--- src/rtl/seq_restoring_divider_if.sv ---
// Handshake and operand/result bundle for the sequential restoring divider.
// The master drives requests and operands; the slave returns status and results.
interface seq_restoring_divider_if #(
    parameter int WIDTH = 8
);
    logic             start;
    logic [WIDTH-1:0] dividend;
    logic [WIDTH-1:0] divisor;
    logic             busy;
    logic             done;
    logic [WIDTH-1:0] quotient;
    logic [WIDTH-1:0] remainder;
    logic             div_by_zero;

    modport master (
        output start, dividend, divisor,
        input  busy, done, quotient, remainder, div_by_zero
    );

    modport slave (
        input  start, dividend, divisor,
        output busy, done, quotient, remainder, div_by_zero
    );
endinterface

--- src/rtl/seq_restoring_divider.sv ---
// Unsigned restoring divider: one quotient bit per clock, WIDTH cycles per division.
// A zero divisor never enters RUN and reports all-ones / dividend one cycle later.
module seq_restoring_divider #(
    parameter int WIDTH = 8
) (
    input  logic                   clk,
    input  logic                   rst_n,
    seq_restoring_divider_if.slave bus
);
    localparam int CW = $clog2(WIDTH + 1);

    localparam logic [0:0] IDLE = 1'b0;
    localparam logic [0:0] RUN  = 1'b1;

    logic [0:0]       state;
    logic [CW-1:0]    cnt;
    logic [WIDTH-1:0] rem_r;
    logic [WIDTH-1:0] quo_r;
    logic [WIDTH-1:0] dvsr;
    logic             dz_pending;
    logic             done_r;
    logic             dz_r;
    logic [WIDTH-1:0] quotient_r;
    logic [WIDTH-1:0] remainder_r;

    logic [WIDTH:0]   shifted;
    logic [WIDTH:0]   trial;
    logic [WIDTH-1:0] next_rem;
    logic [WIDTH-1:0] next_quo;

    // The extra trial bit acts as the borrow, so divisors with MSB set cannot overflow.
    always_comb begin
        shifted  = {rem_r, quo_r[WIDTH-1]};
        trial    = shifted - {1'b0, dvsr};
        next_rem = trial[WIDTH] ? shifted[WIDTH-1:0] : trial[WIDTH-1:0];
        next_quo = {quo_r[WIDTH-2:0], ~trial[WIDTH]};
    end

    always_ff @(posedge clk) begin
        if (!rst_n) begin
            state       <= IDLE;
            cnt         <= '0;
            rem_r       <= '0;
            quo_r       <= '0;
            dvsr        <= '0;
            dz_pending  <= 1'b0;
            done_r      <= 1'b0;
            dz_r        <= 1'b0;
            quotient_r  <= '0;
            remainder_r <= '0;
        end else begin
            done_r <= 1'b0;
            case (state)
                IDLE: begin
                    // quo_r holds the dividend while a divide-by-zero result is pending.
                    if (dz_pending) begin
                        dz_pending  <= 1'b0;
                        quotient_r  <= '1;
                        remainder_r <= quo_r;
                        dz_r        <= 1'b1;
                        done_r      <= 1'b1;
                    end else if (bus.start) begin
                        dz_r  <= 1'b0;
                        quo_r <= bus.dividend;
                        rem_r <= '0;
                        dvsr  <= bus.divisor;
                        if (bus.divisor == '0) begin
                            dz_pending <= 1'b1;
                        end else begin
                            cnt   <= CW'(WIDTH);
                            state <= RUN;
                        end
                    end
                end
                RUN: begin
                    rem_r <= next_rem;
                    quo_r <= next_quo;
                    cnt   <= cnt - CW'(1);
                    if (cnt == CW'(1)) begin
                        quotient_r  <= next_quo;
                        remainder_r <= next_rem;
                        done_r      <= 1'b1;
                        state       <= IDLE;
                    end
                end
                default: state <= IDLE;
            endcase
        end
    end

    assign bus.busy        = (state == RUN) || dz_pending;
    assign bus.done        = done_r;
    assign bus.div_by_zero = dz_r;
    assign bus.quotient    = quotient_r;
    assign bus.remainder   = remainder_r;
endmodule

--- src/flat_wrapper.sv ---
// flat-port wrapper written by rule: the top's interface ports become plain ports
module seq_restoring_divider_flat 
#(
    parameter int WIDTH = 8
)
  (clk, rst_n, bus_start, bus_dividend, bus_divisor, bus_busy, bus_done, bus_quotient, bus_remainder, bus_div_by_zero);
  seq_restoring_divider_if #(.WIDTH(WIDTH)) bus_i ();
  input  logic clk;
  input  logic rst_n;
  input wire logic [$bits(bus_i.start)-1:0] bus_start;
  input wire logic [$bits(bus_i.dividend)-1:0] bus_dividend;
  input wire logic [$bits(bus_i.divisor)-1:0] bus_divisor;
  output wire logic [$bits(bus_i.busy)-1:0] bus_busy;
  output wire logic [$bits(bus_i.done)-1:0] bus_done;
  output wire logic [$bits(bus_i.quotient)-1:0] bus_quotient;
  output wire logic [$bits(bus_i.remainder)-1:0] bus_remainder;
  output wire logic [$bits(bus_i.div_by_zero)-1:0] bus_div_by_zero;
  assign bus_i.start = bus_start;
  assign bus_i.dividend = bus_dividend;
  assign bus_i.divisor = bus_divisor;
  assign bus_busy = bus_i.busy;
  assign bus_done = bus_i.done;
  assign bus_quotient = bus_i.quotient;
  assign bus_remainder = bus_i.remainder;
  assign bus_div_by_zero = bus_i.div_by_zero;
  seq_restoring_divider #(.WIDTH(WIDTH)) u_core (.clk(clk), .rst_n(rst_n), .bus(bus_i));
endmodule
--- config.mk ---
export PLATFORM = sky130hd
export DESIGN_NAME = seq_restoring_divider_flat
export DESIGN_NICKNAME = d
export VERILOG_FILES = /design/src/rtl/seq_restoring_divider_if.sv /design/src/rtl/seq_restoring_divider.sv /design/src/flat_wrapper.sv
export SDC_FILE = /design/constraint.sdc
export NUM_CORES = 1
export LEC_CHECK = 0
export CAP_MARGIN = 20
export CORE_MARGIN = 2
export CORE_UTILIZATION = 54
export DETAILED_ROUTE_END_ITERATION = 8
export GPL_TIMING_DRIVEN = 0
export PLACE_DENSITY = 0.83
export RECOVER_POWER = 50
export SYNTH_ARGS = -nofsm -noshare
export SYNTH_HDL_FRONTEND = slang
export SYNTH_SLANG_ARGS = --single-unit
--- constraint.sdc ---
create_clock -name clk -period 3.42 [get_ports clk]
set_input_delay 0.684 -clock clk [delete_from_list [all_inputs] [get_ports clk]]
set_output_delay 0.684 -clock clk [all_outputs]
set_load 0.02 [all_outputs]
==> flow_summary.ini <==
[status]
status = finished, final reports clean

[yosys]
syn_inst = 307
netlist_area_um2 = 2630
synth_seq_cells = 48
yosys_warnings = 0
synth_nets = 337
synth-edff-count = 0
synth.distinct_cells = 53
ys.flop_type = dfxtp_1
ys_async_sr_fraction = 0
synth_area_per_cell_um2 = 8.56
seq_area_frac_synth = 0.366

[detailed_routing]
vias_per_cell = 5.95
antenna_left = 0
wirelength_um = 6510
drt_iter0_drc = 125
dr_wl_met3_um = 364
wirelength_met1_um = 2790
drtPass1Iterations = 4
detail_route.wl_per_cell_um = 16.1
dr.max_layer_used = met4
met2WireLength_um = 3140
remaining_drc_errors = 0
num_vias = 2409

[pwr]
swShare = 0.349
p_sw_uw = 522
p_clk_frac = 0.240
leakagePower_uw = 0.00131
p_per_area_nw_per_um2 = 475
ir_worst_vdd_mv = 0.245
intPower_uw = 974
p_total_uw = 1500
power_frac_seq = 0.420
pwr-share-comb = 0.340

[timing]
rsz0062_at_grt = no
tightest_slew_ps = 1020
worst_slack_ps = 417
slew_headroom = 0.319
final.setup_skew_ps = 5.49
final-setup-viol-count = 0
slew_viol_final = 0
tns_ps = 0
min_period_ps = 3000
post-route-period-util = 0.878
max_freq_ghz = 0.333
final_hold_viol_count = 0

[clock_tree]
cts-root-buf = clkbuf_8
clk_latency_ps = 310
cts_resized = 0
cts-buffers-inserted = 5
holdBufCountCts = 0
cts_sinks = 48
post_cts_buffers = 0
cts_buffer_depth = 2
cts_tree = yes
cts-htree-levels = 2
path_clk_slew_ps = 90

[global_routing]
grt-ovfl-total = 0
grt_pass1_wl_um = 10500
antenna_found_initial = 0
grt_max_degree = 15
grt_pass1_vias = 2281
grt_usage = 0.250

[critical_path]
cp-end-kind = flip-flop
path_cells = inv_1, ha_1, inv_1, fa_1, a211oi_4, nor2_2, a41oi_4, xnor2_2, buf_6, mux2i_1, o21ai_0
crit_arrival_ps = 3180
worstSetupPathType = reg -> reg
critPathMaxStageDelay_ps = 450
critical_path.most_common_cell = inv_1
startpoint_type = flip-flop
worstPathMaxFanout = 10
slowest_stage = a41oi_4
worstPathRequired_ps = 3590

[placed_design]
dp_slack_ps = 428
port_buffers = 36
finalWeightedCongestion = 0.887
place_hpwl_um = 4880

[floorplanning]
rows = 25
die_area_um2 = 5440
initial_core_util = 0.560
die_w_um = 73.8
num_io_pins = 38
core-area_um2 = 4690
die_h_um = 73.8

[worst_hold_path]
worst_hold_path_type = reg -> reg

[final_layout]
final_core_util = 0.671
n_antenna_cell = 0
final_nets = 380
drive_above_1_share = 0.0570
fillCellCount = 415
syn_to_final_growth_pct = 19.9

[job]
maxCapViolations = 0
-- synthesized netlist by cell type (all sizes together), types with 2 or more instances --
master	number	area [um^2]
a21boi	3	22.5
a21oi	16	80.1
a31oi	3	18.8
and2	6	37.5
buf	2	15.0
clkbuf	14	52.6
dfxtp	48	961
ha	10	125
inv	12	45.0
mux2i	16	160
nand2	31	116
nand2b	2	12.5
nand3	14	70.1
nand3b	2	15.0
nor2	26	100
nor2b	11	68.8
nor3	15	75.1
nor3b	9	67.6
nor4	4	25.0
nor4b	3	26.3
o211a	8	80.1
o211ai	4	35.0
o21ai	11	55.1
o21bai	2	15.0
o311ai	4	42.6
o31ai	4	30.0
o41ai	3	26.3
or2	4	25.0
xnor2	3	33.8
xor2	2	25.0
-- power groups by stage --
stage	sequential [uW]	clock, uW	combinational [uW]
after CTS	627	365	507
final	628	359	508
after global placement	638	0	490
after floorplan	635	0	379
after global routing	632	384	552
after detailed placement	640	0	503
-- final cells by class --
cell class,count,area (um^2),share of cell area
inverters,13,48.8,0.0155
well taps,54,67.6,0.0215
flip-flops and latches,48,961,0.305
clock buffers,7,86.3,0.0274
plain buffers,16,67.6,0.0215
clock inverters,1,7.51,0.00238
multi-input cells,230,1550,0.492
repair buffers,36,360,0.114
-- routing by layer --
layer,GRT usage,vias to the layer above
li1,-,1186
met1,0.312,1125
met2,0.409,80
met3,0.0466,18
met4,0.131,0
met5,0,-
-- state kept, by name, summed over array words and instances (netlist names) --
signal and flops:
u_core.quo_r 8, u_core.cnt 4, u_core.state 1, u_core.bus.div_by_zero 1, u_core.rem_r 8, u_core.dz_pending 1, u_core.bus.remainder 8, u_core.dvsr 8
u_core.bus.quotient 8, u_core.bus.done 1
-- cell usage in the layout (no fill, tap or decap), types with 3 or more instances in the layout --
cell type and instances:
a21boi_0 3, a21oi_1 16, a31oi_1 3, and2_1 6, clkbuf_1 16, clkbuf_8 6, clkdlybuf4s50_1 17, dfxtp_1 48
dlygate4sd3_1 19, ha_1 10, inv_1 12, mux2i_1 16, nand2_1 31, nand3_1 14, nor2_1 25, nor2b_1 11
nor3_1 15, nor3b_1 9, nor4_1 4, nor4b_1 3, o211a_1 8, o211ai_1 3, o21ai_0 9, o31ai_1 4
o41ai_1 3, or2_2 4
-- kinds of logic (layout without fill, tap and decap cells) --
logic type      count (synthesis)  count (layout)  synth area share
flops                          48              48             0.366
fa+ha+maj                      11              11            0.0552
buf+inv                        29              73            0.0443
xor+xnor                        5               5            0.0224
compound gates                 66              66             0.191
mux                            17              17            0.0667
simple gates                  131             131             0.254
-- per-stage QoR --
| stage | instance area [um^2] | hold slack (ps) | instances |
|---|---|---|---|
| after floorplan | 2630 | 464 | 307 |
| after global placement | 3060 | 463 | 397 |
| after detailed placement | 3060 | 472 | 397 |
| after CTS | 3150 | 493 | 405 |
| after global routing | 3150 | 505 | 405 |
| final | 3150 | 487 | 405 |
-- worst paths after layout --
kind	depth (start not counted)	from	endpoint	slack (ps)
max	11	u_core.quo_r[7]$_SDFFE_PN0P_	u_core.rem_r[3]$_SDFFE_PN0P_	420
min reg2reg	2	u_core.bus.remainder[6]$_SDFFE_PN0P_	u_core.bus.remainder[6]$_SDFFE_PN0P_	490
min	2	u_core.bus.remainder[6]$_SDFFE_PN0P_	u_core.bus.remainder[6]$_SDFFE_PN0P_	490
max reg2reg	11	u_core.quo_r[7]$_SDFFE_PN0P_	u_core.rem_r[3]$_SDFFE_PN0P_	420
-- critical path: cells and delay by family (launching register included) --
kind	cells	cell delay, ps
AOI/OAI and AO/OA	3	880
xor gates and xnor gates	1	210
adders and majority gates	2	650
buffers and inverters	3	410
DFF	1	320
muxes	1	290
and+or+nand+nor	1	100
(Power assumes the default switching activity.)
